## src/rtl/front_end_reader_if.sv

```systemverilog
// Memory read port and output stream bundle for the front end reader.
// master = reader side, slave = memory/stream sink side.
interface front_end_reader_if #(
  parameter int ADDR_W = 10,
  parameter int DATA_W = 32
);
  logic              rden;
  logic [ADDR_W-1:0] addr;
  logic [DATA_W-1:0] rdata;
  logic [DATA_W-1:0] dout;
  logic              dout_valid;
  logic              dout_ready;
  logic              dout_last;

  modport master (
    output rden,
    output addr,
    input  rdata,
    output dout,
    output dout_valid,
    input  dout_ready,
    output dout_last
  );

  modport slave (
    input  rden,
    input  addr,
    output rdata,
    input  dout,
    input  dout_valid,
    output dout_ready,
    input  dout_last
  );
endinterface

```

## src/rtl/front_end_reader.sv

```systemverilog
// Streams SIZE words from the local input memory to the datapath,
// flagging the last word and reporting idle/done to the control logic.
module front_end_reader #(
  parameter int ADDR_W = 10,
  parameter int DATA_W = 32
) (
  input  logic                aclk,
  input  logic                areset,
  input  logic                start,
  input  logic [ADDR_W:0]     size,
  front_end_reader_if.master  bus,
  output logic                idle,
  output logic                done
);

  typedef enum logic [1:0] {
    IDLE,
    READ,
    DRAIN,
    DONE
  } state_t;

  localparam logic [ADDR_W:0] ONE = 1;

  state_t            state;
  logic [ADDR_W:0]   size_q;
  logic [ADDR_W:0]   rd_cnt;
  logic [ADDR_W:0]   pop_cnt;
  logic [ADDR_W:0]   size_m1;
  logic              inflight;
  logic [1:0]        occ;
  logic              rp;
  logic              wp;
  logic [DATA_W-1:0] fifo [2];
  logic              pop;
  logic              issue;
  logic              credit;

  // A read may only launch if its data is sure to find a free slot.
  always_comb begin
    size_m1 = size_q - ONE;
    pop     = (occ != 2'd0) & bus.dout_ready;
    credit  = (occ == 2'd0)
            | ((occ == 2'd1) & ~inflight)
            | pop;
    issue   = (state == READ) & (rd_cnt < size_q) & credit;
  end

  assign bus.rden       = issue;
  assign bus.addr       = rd_cnt[ADDR_W-1:0];
  assign bus.dout_valid = (occ != 2'd0);
  assign bus.dout       = fifo[rp];
  assign bus.dout_last  = (occ != 2'd0) & (pop_cnt == size_m1);
  assign idle           = (state == IDLE);
  assign done           = (state == DONE);

  always_ff @(posedge aclk) begin
    if (areset) begin
      state    <= IDLE;
      size_q   <= '0;
      rd_cnt   <= '0;
      pop_cnt  <= '0;
      inflight <= 1'b0;
      occ      <= 2'd0;
      rp       <= 1'b0;
      wp       <= 1'b0;
      fifo[0]  <= '0;
      fifo[1]  <= '0;
    end else begin
      inflight <= issue;
      if (issue)
        rd_cnt <= rd_cnt + ONE;
      if (inflight) begin
        fifo[wp] <= bus.rdata;
        wp       <= ~wp;
      end
      if (pop) begin
        rp      <= ~rp;
        pop_cnt <= pop_cnt + ONE;
      end
      unique case (1'b1)
        inflight & ~pop: occ <= occ + 2'd1;
        ~inflight & pop: occ <= occ - 2'd1;
        default:         occ <= occ;
      endcase
      unique case (state)
        IDLE: begin
          if (start) begin
            size_q  <= size;
            rd_cnt  <= '0;
            pop_cnt <= '0;
            state   <= (size == '0) ? DONE : READ;
          end
        end
        READ: begin
          if (issue && rd_cnt == size_m1)
            state <= DRAIN;
        end
        DRAIN: begin
          if (pop && bus.dout_last)
            state <= DONE;
        end
        DONE: state <= IDLE;
        default: state <= IDLE;
      endcase
    end
  end

endmodule

```

## src/flat_wrapper.sv

```systemverilog
// flat-port wrapper written by rule: the top's interface ports become plain ports
module front_end_reader_flat 
#(
  parameter int ADDR_W = 10,
  parameter int DATA_W = 32
)
  (aclk, areset, start, size, idle, done, bus_rden, bus_addr, bus_rdata, bus_dout, bus_dout_valid, bus_dout_ready, bus_dout_last);
  front_end_reader_if #(.ADDR_W(ADDR_W), .DATA_W(DATA_W)) bus_i ();
  input  logic aclk;
  input  logic areset;
  input  logic start;
  input  logic [ADDR_W:0] size;
  output logic idle;
  output logic done;
  output wire logic [$bits(bus_i.rden)-1:0] bus_rden;
  output wire logic [$bits(bus_i.addr)-1:0] bus_addr;
  input wire logic [$bits(bus_i.rdata)-1:0] bus_rdata;
  output wire logic [$bits(bus_i.dout)-1:0] bus_dout;
  output wire logic [$bits(bus_i.dout_valid)-1:0] bus_dout_valid;
  input wire logic [$bits(bus_i.dout_ready)-1:0] bus_dout_ready;
  output wire logic [$bits(bus_i.dout_last)-1:0] bus_dout_last;
  assign bus_rden = bus_i.rden;
  assign bus_addr = bus_i.addr;
  assign bus_i.rdata = bus_rdata;
  assign bus_dout = bus_i.dout;
  assign bus_dout_valid = bus_i.dout_valid;
  assign bus_i.dout_ready = bus_dout_ready;
  assign bus_dout_last = bus_i.dout_last;
  front_end_reader #(.ADDR_W(ADDR_W), .DATA_W(DATA_W)) u_core (.aclk(aclk), .areset(areset), .start(start), .size(size), .bus(bus_i), .idle(idle), .done(done));
endmodule
```

## config.mk

```make
export PLATFORM = sky130hd
export DESIGN_NAME = front_end_reader_flat
export DESIGN_NICKNAME = d
export VERILOG_FILES = /design/src/rtl/front_end_reader_if.sv /design/src/rtl/front_end_reader.sv /design/src/flat_wrapper.sv
export SDC_FILE = /design/constraint.sdc
export NUM_CORES = 1
export LEC_CHECK = 0
export ABC_CLOCK_PERIOD_IN_PS = 6400
export BUFFER_PORTS_ARGS = -buffer_cell sky130_fd_sc_hd__buf_2
export CORE_ASPECT_RATIO = 1.75
export CORE_MARGIN = 2
export CORE_UTILIZATION = 40
export DETAILED_ROUTE_END_ITERATION = 8
export PLACE_DENSITY = 0.65
export SYNTH_ARGS = -nofsm -noshare
export SYNTH_HDL_FRONTEND = slang
export SYNTH_SLANG_ARGS = --single-unit
export TNS_END_PERCENT = 1
```

## constraint.sdc

```tcl
create_clock -name aclk -period 6.4 [get_ports aclk]
set_input_delay 0.32 -clock aclk [delete_from_list [all_inputs] [get_ports aclk]]
set_output_delay 0.32 -clock aclk [all_outputs]
set_load 0.01 [all_outputs]
```

==> results of run 1 <==
-- stage by stage --
| step | cell area, µm² | instances | worst slack [ns] | hold slack, ns |
|---|---|---|---|---|
| after floorplan | 5760 | 545 | 3.91 | 0.453 |
| after global placement | 6230 | 782 | 3.50 | 0.480 |
| after detailed placement | 6230 | 782 | 3.41 | 0.495 |
| after CTS | 6550 | 798 | 3.06 | 0.210 |
| after global routing | 6550 | 798 | 2.86 | 0.233 |
| final | 6550 | 798 | 3.07 | 0.228 |
-- cell usage after synthesis (4+ instances only) --
library cell,instances
nand2b_1,8
and3_1,8
edfxtp_1,64
xnor2_1,19
nand2_1,38
nor3_1,7
a21oi_1,25
nand3_1,12
nor2_1,32
inv_1,23
o2111ai_1,4
ha_1,21
a21o_1,5
xor2_1,24
clkbuf_1,17
buf_4,11
and2_1,72
mux2_2,34
buf_6,6
nand4_1,11
o21ai_0,8
nor4_1,4
dfxtp_1,41
-- kinds of logic after synthesis --
kind of cell / share of synthesized area [%]
flops: 47.6
fa+ha+maj: 4.56
simple gates: 20.4
mux: 6.99
compound gates: 7.58
xor+xnor: 6.54
buf+inv: 6.28
-- power by group --
part | total [mW] | leakage, nW | switching [mW] | internal (mW)
Sequential | 0.845 | 0.996 | 0.0574 | 0.787
Clock | 0.586 | 0.156 | 0.271 | 0.315
Combinational | 0.667 | 1.53 | 0.381 | 0.287
Total | 2.10 | 2.68 | 0.709 | 1.39
-- worst min path at each step --
| stage | end | start | slack (ns) |
|---|---|---|---|
| global placement | u_core.occ[1] | u_core.occ[1] | 0.48 |
| CTS | u_core.size_q[5] | size[5] | 0.21 |
| floorplan | u_core.size_q[0] | size[0] | 0.45 |
| global route | u_core.size_q[2] | size[2] | 0.23 |
| finish | u_core.size_q[5] | size[5] | 0.23 |
| detailed placement | flip-flop | u_core.rp | 0.50 |
-- routing by layer --
metal | wire (µm) | vias to the layer above | global-route usage (%) | share of wire, %
met5 | 0 | - | 0 | 0
met2 | 7270 | 100 | 32.9 | 55
li1 | - | 2016 | - | -
met3 | 583 | 26 | 3.84 | 4.4
met1 | 5010 | 2005 | 18.8 | 38
met4 | 446 | 0 | 7.51 | 3.4
-- area by class of cell --
class,count,area (µm²)
clock buffers,9,225
clock inverters,7,92.6
fillers,1414,7680
inverters,24,90.1
multi-input cells,375,2670
flip-flops and latches,105,2740
well taps,180,225
repair buffers,98,503
-- flip-flops by register name, summed over array words and instances (netlist names), named ones only --
name,count
u_core.size_q,11
u_core.state,2
u_core.wp,1
u_core.occ,2
u_core.pop_cnt,11
u_core.fifo,64
u_core.inflight,1
u_core.rd_cnt,11
u_core.rp,1
-- worst max-delay path, stage by stage, from the launching register on --
cell	delay, ns
dfxtp_1	0.59
inv_1	0.09
ha_1	0.31
a21o_1	0.18
a21oi_1	0.14
nand2_1	0.06
o211ai_1	0.72
nand2_1	0.33
inv_1	0.11
buf_2	0.13
==> impl_results.md, run 1 <==
- Post-synth top area share: 33.4%
- Worst IR Drop VDD: 0.172 mV
- DRT Wirelength: 13300 µm
- First-pass GRT wire length: 21200 µm
- Ports: 94
- Gpl congestion: 0.936
- Hold Fails Final Rpt: 0
- Port-buffer cells: 93
- Pwr Total: 2.10 mW
- Worst-Skew Late Latency: 0.35 ns
- DR WL/cell: 16.7 µm
- Via Count: 4147
- Commonest non-fill, non-tap cell in the layout: buf_2
- Max-slew violation total from the final report: 0
- Fin util: 46.0%
- Leak: 2.68 nW
- Critical Path End: bus_rden
- CTS buffer count: 9
- Final Skew: 0.00968 ns
- Synth Register Bits: 105
- Core ar.: 14200 µm²
- Area Overhead vs Synth: 13.6%
- Vias in the first global route: 4275
- Initial antenna violation count: 0
- Post CTS Setup Buffer Count: 0
- Resize count post-CTS: 0
- Worst-path clk slew: 0.07 ns
- Setup TNS: 0 ns
- Row cnt: 58
- Antenna diode count: 0
- Final worst path period need: 3.33 ns
- Status: finished clean
- ANT nets after route: 0
- Sequential area share after synthesis: 47.6%
- FFs w/ async S/R, synth: 0%
- Maximum fanout along the worst path: 12
- Layout cell share with drive strength beyond 1: 26.4%
- DRC Markers: 0
- Slew @ Worst Pin: 0.942 ns
- Synth Area per Inst: 10.6 µm²
- Clock sinks: 105
- Critical Path Start Type: flip-flop
- DRT Pass-1 Iters: 4
- Cell variety after synth: 56
- R2R Path End: u_core.state[1]
- Slew HR: 37.2%
- Yosys top cell by area: edfxtp_1
- DP HPWL: 9860 µm
- Fmax: 301 MHz
- Reg2reg start: u_core.size_q[5]
- Mapped Area: 5760 µm²
- Die area: 15400 µm²
- Post-Syn Instances: 545
- Synthesis warning total: 0
- MaxCap Viol Count: 0
- PwrDens: 321 nW/µm²
- TritonCTS clock tree: built
- Flop2flop setup slack: 3.34 ns
- Final period util: 52.0%
- Critical Path End Type: primary output
- Top post-synthesis cells by area: edfxtp_1 (33%), dfxtp_1 (14%), and2_1 (7.8%)
- Total track usage: 17.7%
- Crit path from: u_core.size_q[5]
- Remaining global-route overflow: 0
- Die Y: 163 µm
- Most frequent cells in the layout: buf_2 (93), and2_1 (72), edfxtp_1 (64), dfxtp_1 (41), nand2_1 (38)
- Endpoints failing setup: 0
- Critical path type: flip-flop to primary output
- Post-Syn Nets: 613
- Post-synth EDFFs: 64
- Initial Util: 40.5%
- CTS Hold Bufs: 0
- Post-DR vias/cell: 5.20
- DR iter-0 viols: 133
- Die width: 94.7 µm
- Hold crit path type: input port to flip-flop
- Final #Nets: 681
- Clock Path Buffers: 2
- Critical Path RT: 6.08 ns
- Worst Hold Depth: 3
- H-tree depth: 3
- CTS root buf: clkbuf_16
- Largest net degree at the start of global routing: 34
- RSZ-0062 raised after global routing: false
- Top FF cell, synth: edfxtp_1
- Worst Reg-to-Reg Cells: 9
- Worst EP arrival: 3.01 ns
(Power assumes the default switching activity.)
==> inputs of run 2 (changes only) <==
Settings changed: ABC_CLOCK_PERIOD_IN_PS 6400 to 3300.
Clock period 6.4 ns to 3.3 ns, I/O delays scaled along.
==> run 2 against run 1 <==
  * Final area fell by 0.13%
  * Largest power group unchanged
  * Clock skew decreased by 0.0041 ns
  * Largest cell class unchanged
  * Critical path type unchanged
  * Highest routed layer unchanged
  * Setup slack got worse by 2.7 ns
  * Final cell count increased by 0.38%
  * Routed wire length decreased by 1.4%
  * Critical endpoint is now bus_dout_last
  * Core utilization down 0.061 points
==> impl_results.md, run 2 (synthesis results as in run 1) <==
- MaxCap Viol Count: 0 (unchanged)
- Ports: 94 (unchanged)
- DRT Pass-1 Iters: 4 (unchanged)
- Port-buffer cells: 93 (unchanged)
- Worst-path clk slew: 0.07 ns (about the same)
- Slew HR: 21.1% (was 37.2%)
- RSZ-0062 raised after global routing: false (unchanged)
- Resize count post-CTS: 0 (unchanged)
- Via Count: 4199 (was 4147)
- Die Y: 163 µm (unchanged)
- Worst IR Drop VDD: 0.298 mV (was 0.172 mV)
- CTS buffer count: 9 (unchanged)
- ANT nets after route: 0 (unchanged)
- Final Skew: 0.00557 ns (was 0.00968 ns)
- DP HPWL: 9720 µm (was 9860 µm)
- Final period util: 90.1%
- Slew @ Worst Pin: 1.17 ns (was 0.942 ns)
- Most flops, register: u_core.fifo (unchanged)
- Clock sinks: 105 (unchanged)
- Clk network pwr share: 25.8% (was 27.9%)
- Setup TNS: 0 ns (unchanged)
- Worst EP arrival: 2.81 ns (was 3.01 ns)
- Most frequent cells in the layout: buf_2 (93), and2_1 (72), edfxtp_1 (64), dfxtp_1 (41), nand2_1 (38) (unchanged)
- Int Pwr: 2.63 mW (was 1.39 mW)
- Layout cell share with drive strength beyond 1: 26.6% (was 26.4%)
- Final worst path period need: 2.97 ns
- Endpoints failing setup: 0 (unchanged)
- Core ar.: 14200 µm² (unchanged)
- Clock Path Buffers: 2 (unchanged)
- Critical Path Start Type: flip-flop (unchanged)
- DRC Markers: 0 (unchanged)
- Worst-Skew Late Latency: 0.34 ns (was 0.35 ns)
- Row cnt: 58 (unchanged)
- Hold crit path type: input port to flip-flop (unchanged)
- Final #Nets: 684 (was 681)
- CTS Hold Bufs: 0 (unchanged)
- Initial antenna violation count: 0 (unchanged)
- TritonCTS clock tree: built (unchanged)
- Initial Util: 40.5% (unchanged)
- Max-slew violation total from the final report: 0 (unchanged)
- DR iter-0 viols: 163 (was 133)
- Hold Fails Final Rpt: 0 (unchanged)
- Status: finished clean (unchanged)
- H-tree depth: 3 (unchanged)
- Vias in the first global route: 4334 (was 4275)
- Remaining global-route overflow: 0 (unchanged)
- Die area: 15400 µm² (unchanged)
- Total track usage: 17.2% (was 17.7%)
- Gpl congestion: 0.906 (was 0.936)
- Critical Path RT: 3.13 ns (was 6.08 ns)
- Comb power frac: 33.1% (was 31.8%)
- Critical Path End Type: primary output (unchanged)
- Post CTS Setup Buffer Count: 0 (unchanged)
- PwrDens: 610 nW/µm² (was 321 nW/µm²)
- Post-DR vias/cell: 5.24 (was 5.20)
- Largest net degree at the start of global routing: 34 (unchanged)
- Maximum fanout along the worst path: 7 (was 12)
- Commonest non-fill, non-tap cell in the layout: buf_2 (unchanged)
- Switching power total: 1.36 mW (was 709 µW)
- CTS root buf: clkbuf_16 (unchanged)
- Area Overhead vs Synth: 13.5% (was 13.6%)
- DRT Wirelength: 13100 µm (was 13300 µm)
- Antenna diode count: 0 (unchanged)
- Leak: 2.68 nW (about the same)
- Fmax: 336 MHz
- Pwr Total: 3.99 mW (was 2.10 mW)
- Max reg flops: 64 (unchanged)
- Switching Share: 34.1% (was 33.8%)
- Hold WS: 0.0742 ns (was 0.228 ns)
- DR WL/cell: 16.4 µm (was 16.7 µm)
- First-pass GRT wire length: 20600 µm (was 21200 µm)
- Die width: 94.7 µm (unchanged)
- Flop pwr share: 41.0% (was 40.3%)
- Critical path type: flip-flop to primary output (unchanged)
## run 2: worst max-delay path, stage by stage (launching register included)
cell      delay, ns
dfxtp_1        0.50
inv_1          0.08
ha_1           0.23
or3b_4         0.25
mux2i_1        0.18
nand3_1        0.18
a2111o_1       0.39
nor4_1         0.44
buf_2          0.22
## run 2: area by class of cell
class                           instances  area, µm²
Timing Repair Buffer                  101        526
Fill cell                            1392       7690
Clock inverter                          6       57.6
Inverter                               24       90.1
Tap cell                              180        225
Clock buffer                           10        229
Multi-Input combinational cell        375       2670
Sequential cell                       105       2740
## run 2: path summary, 6_finish.rpt
kind / startpoint / slack, ns / depth (start not counted) / endpoint
max: u_core.size_q[0] / 0.33 / 8 / bus_dout_last
min: size[9] / 0.07 / 3 / u_core.size_q[9]
max reg2reg: u_core.size_q[2] / 0.49 / 7 / u_core.state[0]
min reg2reg: u_core.size_q[5] / 0.50 / 2 / u_core.size_q[5]
## run 2: routing by layer
layer | vias up | GRT usage [%] | routed length (µm)
met2 | 125 | 33.3 | 7250
met1 | 2016 | 17.1 | 4780
met5 | - | 0 | 0
li1 | 2026 | - | -
met4 | 0 | 8.43 | 541
met3 | 32 | 2.87 | 557
## run 2: per-stage QoR
step                      std cells  util [%]  setup WS, ns  area (µm²)
after floorplan                 545         -         0.919        5760
after global placement          785      43.9         0.686        6250
after CTS                       801      46.0         0.376        6540
after detailed placement        785      43.9         0.583        6250
final                           801      46.0         0.326        6540
after global routing            801      46.0         0.203        6540
## run 2: power by group through the flow
stage | sequential, mW | clock (mW) | combinational [mW]
2_1_floorplan | 1.60 | 0 | 1.03
3_3_place_gp | 1.66 | 0 | 1.29
3_5_place_dp | 1.67 | 0 | 1.32
4_1_cts | 1.64 | 1.06 | 1.33
5_1_grt | 1.65 | 1.10 | 1.45
6_report | 1.63 | 1.03 | 1.32
